<file path="config.mk">
export PLATFORM = sky130hd
export DESIGN_NAME = key_event_arbiter_flat
export DESIGN_NICKNAME = d
export VERILOG_FILES = /design/src/rtl/key_event_arbiter_if.sv /design/src/rtl/key_event_arbiter.sv /design/src/flat_wrapper.sv
export SDC_FILE = /design/constraint.sdc
export NUM_CORES = 1
export LEC_CHECK = 0
export BUFFER_PORTS_ARGS = -buffer_cell sky130_fd_sc_hd__buf_2
export CORE_UTILIZATION = 29
export CTS_CLUSTER_SIZE = 24
export DETAILED_ROUTE_END_ITERATION = 16
export HOLD_SLACK_MARGIN = 0.03
export PLACE_DENSITY_LB_ADDON = 0.08
export SYNTH_ARGS = -nofsm -noshare
export SYNTH_HDL_FRONTEND = slang
export SYNTH_SLANG_ARGS = --single-unit
export TNS_END_PERCENT = 30
</file>
<file path="constraint.sdc">
create_clock -name clk -period 2.31 [get_ports clk]
set_clock_uncertainty 0.15 [all_clocks]
set_input_delay 0.231 -clock clk [delete_from_list [all_inputs] [get_ports clk]]
set_output_delay 0.231 -clock clk [all_outputs]
set_load 0.02 [all_outputs]
</file>
<file path="src/rtl/key_event_arbiter_if.sv">
// Event-side bundle of key_event_arbiter: key pulses in, queued events and status out.
// master = arbiter, slave = key scanner / consumer side.
interface key_event_arbiter_if #(
  parameter int unsigned NKEYS      = 6,
  parameter int unsigned CODE_W     = 3,
  parameter int unsigned FIFO_DEPTH = 4
);
  localparam int unsigned CNT_W = $clog2(FIFO_DEPTH) + 1;

  logic [NKEYS-1:0]  key_flag;
  logic              evt_valid;
  logic [CODE_W-1:0] evt_code;
  logic              evt_ready;
  logic [NKEYS-1:0]  pend;
  logic [CNT_W-1:0]  fifo_cnt;
  logic              ovf;
  logic              ovf_clr;

  modport master (
    input  key_flag, evt_ready, ovf_clr,
    output evt_valid, evt_code, pend, fifo_cnt, ovf
  );

  modport slave (
    output key_flag, evt_ready, ovf_clr,
    input  evt_valid, evt_code, pend, fifo_cnt, ovf
  );
endinterface

</file>
<file path="src/rtl/key_event_arbiter.sv">
// Latches key-press pulses, arbitrates one key per cycle into a small event FIFO.
// Define KEY_ARB_RR_EN for round-robin grant; default is fixed lowest-index priority.
module key_event_arbiter #(
  parameter int unsigned NKEYS      = 6,
  parameter int unsigned CODE_W     = 3,
  parameter int unsigned FIFO_DEPTH = 4
) (
  input  logic                 clk,
  input  logic                 rst_n,
  key_event_arbiter_if.master  bus
);
  localparam int unsigned PTR_W = $clog2(FIFO_DEPTH);
  localparam int unsigned CNT_W = PTR_W + 1;

  typedef logic [CODE_W-1:0] code_t;

  code_t             mem_q [FIFO_DEPTH];
  logic [PTR_W-1:0]  wr_ptr_q, rd_ptr_q;
  logic [CNT_W-1:0]  cnt_q, cnt_d;
  logic [NKEYS-1:0]  pend_q, pend_d, gnt_oh;
  logic              ovf_q, ovf_d;
  logic              gnt, pop;
  code_t             gnt_idx;

  function automatic code_t lowest(input logic [NKEYS-1:0] v);
    lowest = '0;
    for (int unsigned k = NKEYS; k > 0; k--) begin
      if (v[k-1]) lowest = CODE_W'(k - 1);
    end
  endfunction

  // cnt_q never exceeds FIFO_DEPTH, so "not equal" is the "not full" test
  assign gnt = (pend_q != '0) && (cnt_q != CNT_W'(FIFO_DEPTH));
  assign pop = (cnt_q != '0) && bus.evt_ready;

`ifdef KEY_ARB_RR_EN
  code_t            rr_ptr_q;
  logic [NKEYS-1:0] hi_mask, pend_hi;

  // Keys at or above rr_ptr take precedence; fall back to the lowest overall to wrap
  always_comb begin
    hi_mask = ~((NKEYS'(1) << rr_ptr_q) - NKEYS'(1));
    pend_hi = pend_q & hi_mask;
    gnt_idx = (pend_hi != '0) ? lowest(pend_hi) : lowest(pend_q);
  end

  always_ff @(posedge clk or negedge rst_n) begin
    if (!rst_n) begin
      rr_ptr_q <= '0;
    end else if (gnt) begin
      rr_ptr_q <= (gnt_idx == CODE_W'(NKEYS - 1)) ? '0 : gnt_idx + 1'b1;
    end
  end
`else
  always_comb begin
    gnt_idx = lowest(pend_q);
  end
`endif

  assign gnt_oh = gnt ? (NKEYS'(1) << gnt_idx) : '0;

  always_comb begin
    pend_d = (pend_q & ~gnt_oh) | bus.key_flag;
    ovf_d  = ovf_q;
    if (bus.ovf_clr) ovf_d = 1'b0;
    if ((bus.key_flag & pend_q & ~gnt_oh) != '0) ovf_d = 1'b1;
    cnt_d = cnt_q;
    case ({gnt, pop})
      2'b10:   cnt_d = cnt_q + 1'b1;
      2'b01:   cnt_d = cnt_q - 1'b1;
      default: cnt_d = cnt_q;
    endcase
  end

  always_ff @(posedge clk or negedge rst_n) begin
    if (!rst_n) begin
      pend_q   <= '0;
      ovf_q    <= 1'b0;
      cnt_q    <= '0;
      wr_ptr_q <= '0;
      rd_ptr_q <= '0;
    end else begin
      pend_q <= pend_d;
      ovf_q  <= ovf_d;
      cnt_q  <= cnt_d;
      if (gnt) wr_ptr_q <= wr_ptr_q + 1'b1;
      if (pop) rd_ptr_q <= rd_ptr_q + 1'b1;
    end
  end

  always_ff @(posedge clk or negedge rst_n) begin
    if (!rst_n) begin
      for (int unsigned i = 0; i < FIFO_DEPTH; i++) mem_q[i] <= '0;
    end else if (gnt) begin
      mem_q[wr_ptr_q] <= gnt_idx;
    end
  end

  assign bus.evt_valid = (cnt_q != '0);
  assign bus.evt_code  = mem_q[rd_ptr_q];
  assign bus.pend      = pend_q;
  assign bus.fifo_cnt  = cnt_q;
  assign bus.ovf       = ovf_q;
endmodule

</file>
<file path="src/flat_wrapper.sv">
// flat-port wrapper written by rule: the top's interface ports become plain ports
module key_event_arbiter_flat 
#(
  parameter int unsigned NKEYS      = 6,
  parameter int unsigned CODE_W     = 3,
  parameter int unsigned FIFO_DEPTH = 4
)
  (clk, rst_n, bus_key_flag, bus_evt_ready, bus_ovf_clr, bus_evt_valid, bus_evt_code, bus_pend, bus_fifo_cnt, bus_ovf);
  key_event_arbiter_if #(.NKEYS(NKEYS), .CODE_W(CODE_W), .FIFO_DEPTH(FIFO_DEPTH)) bus_i ();
  input  logic clk;
  input  logic rst_n;
  input wire logic [$bits(bus_i.key_flag)-1:0] bus_key_flag;
  input wire logic [$bits(bus_i.evt_ready)-1:0] bus_evt_ready;
  input wire logic [$bits(bus_i.ovf_clr)-1:0] bus_ovf_clr;
  output wire logic [$bits(bus_i.evt_valid)-1:0] bus_evt_valid;
  output wire logic [$bits(bus_i.evt_code)-1:0] bus_evt_code;
  output wire logic [$bits(bus_i.pend)-1:0] bus_pend;
  output wire logic [$bits(bus_i.fifo_cnt)-1:0] bus_fifo_cnt;
  output wire logic [$bits(bus_i.ovf)-1:0] bus_ovf;
  assign bus_i.key_flag = bus_key_flag;
  assign bus_i.evt_ready = bus_evt_ready;
  assign bus_i.ovf_clr = bus_ovf_clr;
  assign bus_evt_valid = bus_i.evt_valid;
  assign bus_evt_code = bus_i.evt_code;
  assign bus_pend = bus_i.pend;
  assign bus_fifo_cnt = bus_i.fifo_cnt;
  assign bus_ovf = bus_i.ovf;
  key_event_arbiter #(.NKEYS(NKEYS), .CODE_W(CODE_W), .FIFO_DEPTH(FIFO_DEPTH)) u_core (.clk(clk), .rst_n(rst_n), .bus(bus_i));
endmodule
</file>
======== Yosys cells after proc, flatten, opt, wreduce, memory -nomap -nowiden ========
Cells that the tools add are included.
word-level totals
  word-level logic and storage cells ...... 51
  register bits after elaboration ......... 26
operators by class
  reduce and logical (&&, ||, !) cells .... 8
  shifts and indexed selects .............. 1
  eq/ne operators ......................... 3
  add/subtract/negate cells ............... 4
  mux-type cells .......................... 16
  magnitude comparators ................... 3
  bitwise operators ....................... 7
operators with widths
  operator               number
  $mux W3                9
  $and A6 B6 Y6          3
  $bwmux W12             1
  $reduce_bool A6 Y1     2
  $bmux W3 S2            1
  $demux W3 S2           1
  $ge A3 B3 Y1 const B   2
  $mux W6                1
  $not A2 Y3             2
  $not A6 Y6             1
  $or A6 B6 Y6           1
  $pmux W3 S2            1
  $shl A1 B3 Y6 const A  1
  $add A2 B1 Y2 const B  2
  $reduce_bool A2 Y1     2
  $add A3 B1 Y3 const B  1
  $logic_and A1 B1 Y1    3
  $lt A3 B1 Y1 const B   1
  $ne A3 B3 Y1 const B   1
  $reduce_bool A3 Y1     1
  $sub A3 B1 Y3 const B  1
  $eq A2 B1 Y1 const B   1
  $eq A2 B2 Y1 const B   1
  $mux W1                2

======== Longest topological paths before layout ========
  word-level depth ........................ 12
  depth in mapped cells ................... 10

======== Worst setup path before layout ========
Ideal clock, no wire load.
  path kind ............................... reg-to-reg
  start point ............................. register u_core.cnt_q[0] (netlist: u_core.bus.fifo_cnt[0])
  end point ............................... register u_core.cnt_q[2] (netlist: u_core.bus.fifo_cnt[2])
  stages on the path, launching flop included .. 9
  path slack .............................. 0.057 ns
  setup time .............................. 0.132 ns
  arrival ................................. 1.970 ns
  clock period less this slack ............ 2.253 ns
  buffers on the path ..................... 0
  cells stage by stage .................... dfrtp_1 > or3_1 > and2_1 > ha_1 > inv_1 > fa_1 > xor2_1 > nor2_1 > xor2_1
on the way
  longest elaborated chain between the ends .. 4
  elaborated cells on any way between the ends .. 10
  those cells by class .................... 2 x add/sub; 3 x eq/ne; 1 x mux; 4 x reduce/logical
RTL lines
  element                                                   RTL line                 RTL
  start: declaration                                        key_event_arbiter.sv:19  logic [CNT_W-1:0] cnt_q, cnt_d;
  start signal: assignment                                  key_event_arbiter.sv:85  cnt_q <= cnt_d;
  $reduce_bool A3 Y1 *                                      -
  via bus_evt_valid                                         flat_wrapper.sv:15       output wire logic [$bits(bus_i.evt_valid)-1:0] bus_evt_valid;
  $logic_and A1 B1 Y1 *                                     key_event_arbiter.sv:34  assign pop = (cnt_q != '0) && bus.evt_ready;
  via u_core.pop                                            key_event_arbiter.sv:22  logic gnt, pop;
  $eq A2 B1 Y1 / $eq A2 B2 Y1 (equally long branches)       key_event_arbiter.sv:68  case ({gnt, pop})
  $pmux W3 S2 / $reduce_bool A2 Y1 (equally long branches)  -
The timed path passes the listed nets; every way through them passes the cells marked *.
A chain may end at the register's enable or synchronous reset.

======== Worst setup path in the final report ========
  start point ............................. register u_core.cnt_q[1] (netlist: u_core.bus.fifo_cnt[1])
  end point ............................... register u_core.cnt_q[2] (netlist: u_core.bus.fifo_cnt[2])
on the way
  longest elaborated chain between the ends .. 4
  elaborated cells on any way between the ends .. 10
  those cells by class .................... 2 x add/sub; 3 x eq/ne; 1 x mux; 4 x reduce/logical
RTL lines
  element                                                    RTL line
  $ne A3 B3 Y1 / $reduce_bool A3 Y1 (equally long branches)  key_event_arbiter.sv:33, key_event_arbiter.sv:34
  $logic_and A1 B1 Y1, on equally long branches              key_event_arbiter.sv:33, key_event_arbiter.sv:34
  $eq A2 B1 Y1 / $eq A2 B2 Y1 (equally long branches)        key_event_arbiter.sv:68
  $pmux W3 S2 / $reduce_bool A2 Y1 (equally long branches)   -
Several ways; a longest one is shown, not always the timed one.

==> key figures <==
STA
  – Final setup viols: 0
  – Slew HR: 0.6107
  – Unrepaired setup endpoints after global routing: false
  – Setup TNS: 0 ps
  – Tmin final: about 2200 ps
  – Slew @ Worst Pin: roughly 600 ps
  – Max Clk Rate: ~460 MHz
  – Max Transition Viols Final: 0
  – Fin crit share: 0.9322
  – Fin. Hold Viols: 0

Power
  – Comb power frac: 0.418
  – VDD IR-drop max: approximately 0.00028 V
  – Clk pwr share: 0.198
  – PwrDens: between 1000 and 1500 nW/um^2
  – Sequential Power Share: 0.384
  – Psw: between 600 and 700 uW
  – Net Sw Frac: 0.3552
  – Int Pwr: between 1 and 1.5 mW
  – Total power: between 1.5 and 2 mW
  – LEAKAGE: 0.8031 nW

Clock network
  – Clk Latency, worst-skew pair: around 270 ps
  – Clock sinks: 26
  – H-tree depth: 1
  – CTS Buffer Depth: 2
  – Clk root buf: clkbuf_8
  – Clock tree from TritonCTS: done
  – CTS Buf Count: 3
  – Clk slew on worst S/H paths: around 90 ps

Routing
  – DRC: 0
  – Drt pass-1 iters: 3
  – Vias: 935
  – DR WL/cell: 13.00 microns
  – Routed wire length: between 2000 and 3000 microns
  – Via/cell ratio: between 4 and 5
  – Initial drt markers: 12
  – Antenna Nets Post-Route: 0

Global routing
  – Met2 Usage GRT: 0.2157
  – Grt met1 use: 0.1458
  – Initial antenna violation count: 0
  – GRT Overall Usage: 0.1222
  – Number of global-route vias before repair: 1,001
  – Gr busiest metal: met2
  – GR Util met3: 0.02326
  – First-pass GRT wire length: 4650 microns
  – Total gr overflow: 0
  – Largest net degree at the start of global routing: 27

Final layout
  – Commonest non-fill, non-tap cell in the layout: dfrtp_1
  – Filler cells: about 450
  – Post-route design area: between 1500 and 2000 sq um
  – Fin util: 0.3838
  – Nets: ~170
  – Layout cells sized above 1: 0.3642
  – Syn-to-layout area delta: 27.01%
  – Most frequent cells in the layout: dfrtp_1 (26), buf_2 (23), nand2_1 (13)
  – Finished Layout Cells: 203
  – # diodes: 0

Outcome
  – Run status: finished, final reports clean

Setup path
  – Startpoint class of the critical path: register
  – Crit. End Element: register
  – Crit path max fanout: 5
  – Critical path arrival: 2200 ps
  – Crit Path Category: register to register
  – Critical Path RT: between 2000 and 2500 ps

Logic synthesis
  – Predominant post-synthesis flop cell: dfrtp_1
  – Syn_area_per_cell: 11.73 sq um
  – Yosys warns: 0
  – Cell count after synthesis: 113
  – Post-synthesis sequential area ratio: 0.4910
  – Synth unique cells: 35
  – Post-synthesis instance area: 1325 sq um
  – Synth Net Count: between 100 and 150
  – Async set-reset flop share out of synthesis: 1.000
  – Post-synth EDFFs: 0
  – Synth Register Bits: 26

Placement
  – Area post-placement: around 1500 sq um
  – Dpl hpwl: approximately 2100 microns
  – Port-buffer cells: 23
  – GP Congestion: 0.7072
  – Placed cell count: approximately 190

Floorplanning
  – CORE AREA: ~4400 sq um
  – Starting density of the core: 0.3022
  – Rows: 24
  – Chip width: 69.60 microns
  – Ports: 24
  – Die Footprint: a little under 5000 sq um
  – Die height: 69.60 microns

Flow run
  – Max_cap viols: 0

Hold path
  – Hold WC Path Type: primary input to register
-- power by group through the flow --
stage	Sequential, mW	Combinational [mW]	Clock, mW
floorplan	0.733	0.562	0
global placement	0.728	0.776	0
detailed placement	0.730	0.798	0
CTS	0.722	0.806	0.394
global route	0.744	0.880	0.420
finish	0.721	0.785	0.371
-- synthesized netlist by cell type, types with 2 or more instances --
cell      number  area (sq um)
xor2_1         3         26.28
a21o_1         2         15.01
ha_1           5         62.56
dfrtp_1       26         650.6
o21ai_0        2         10.01
o21bai_1       2         15.01
nor2_1         6         22.52
mux4_2         3         67.56
nor3_1         2         10.01
a21oi_1        2         10.01
mux2_2        12         135.1
nand2_1       13         48.80
xnor2_1        3         26.28
o21a_1         2         15.01
inv_1         10         37.54
-- per-stage QoR --
| step | hold slack (ps) | setup slack [ps] |
|---|---|---|
| CTS | 158.0 | 143.6 |
| global placement | 127.1 | 207.9 |
| finish | 174.2 | 156.7 |
| detailed placement | 131.3 | 158.5 |
| floorplan | -214.6 | 57.31 |
| global route | 176.3 | 15.90 |
-- repair_timing --
action / in CTS / in global routing
setup buffers: 0 / 0
resized for setup: 0 / 0
endpoints found under the hold margin: 32 / 0
hold buffers: 7 / 0
-- flip-flops by register name (all words and copies together), names as in the netlist --
register and count:
u_core.rd_ptr_q 2, u_core.bus.fifo_cnt 3, u_core.bus.ovf 1, u_core.bus.pend 6, u_core.wr_ptr_q 2, u_core.mem_q 12
-- critical path: stages (launching register included) --
cell     delay (ps)
dfrtp_1         440
nor3b_2         360
a31oi_4          50
inv_1            70
ha_1            170
inv_1            60
fa_1            370
xor2_1          150
nor2_1          110
xor2_1          150
-- cells by family (layout without fill, tap and decap cells) --
family | count (synthesis) | after routing | synth area share
AND/OR/NAND/NOR | 30 | 30 | 0.1096
adder cells (fa/ha/maj) | 6 | 6 | 0.06232
AO/OA/AOI/OAI | 17 | 17 | 0.1020
flip-flops | 26 | 26 | 0.4910
buffers and inverters | 12 | 50 | 0.03494
multiplexers | 16 | 16 | 0.1605
XOR/XNOR | 6 | 6 | 0.03967
-- cell type report --
class | instances | area (sq um) | area share
flip-flops and latches | 26 | 650.6 | 0.3866
clock buffers | 3 | 41.29 | 0.02454
inverters | 10 | 37.54 | 0.02230
clock inverters | 1 | 30.03 | 0.01784
well taps | 52 | 65.06 | 0.03866
repair buffers | 36 | 230.2 | 0.1368
multi-input cells | 75 | 628.1 | 0.3732
-- per-layer routing --
layer	routed length, microns	up-vias
met1	1185	456
met2	1353	15
met4	17	0
li1	-	462
met5	0	-
met3	83	2
-- final timing paths --
check / startpoint / to / slack [ps] / depth (start not counted)
max: u_core.bus.fifo_cnt[1] / u_core.bus.fifo_cnt[2] / 160 / 9
min in group asynchronous: rst_n / u_core.mem_q[5] / 340 / 2
max reg2reg: u_core.bus.fifo_cnt[1] / u_core.bus.fifo_cnt[2] / 160 / 9
min: bus_evt_ready / u_core.rd_ptr_q[0] / 170 / 3
min reg2reg: u_core.mem_q[1] / u_core.mem_q[1] / 360 / 1
max in group asynchronous: rst_n / u_core.bus.pend[2] / 1290 / 2
(Power assumes the default switching activity.)
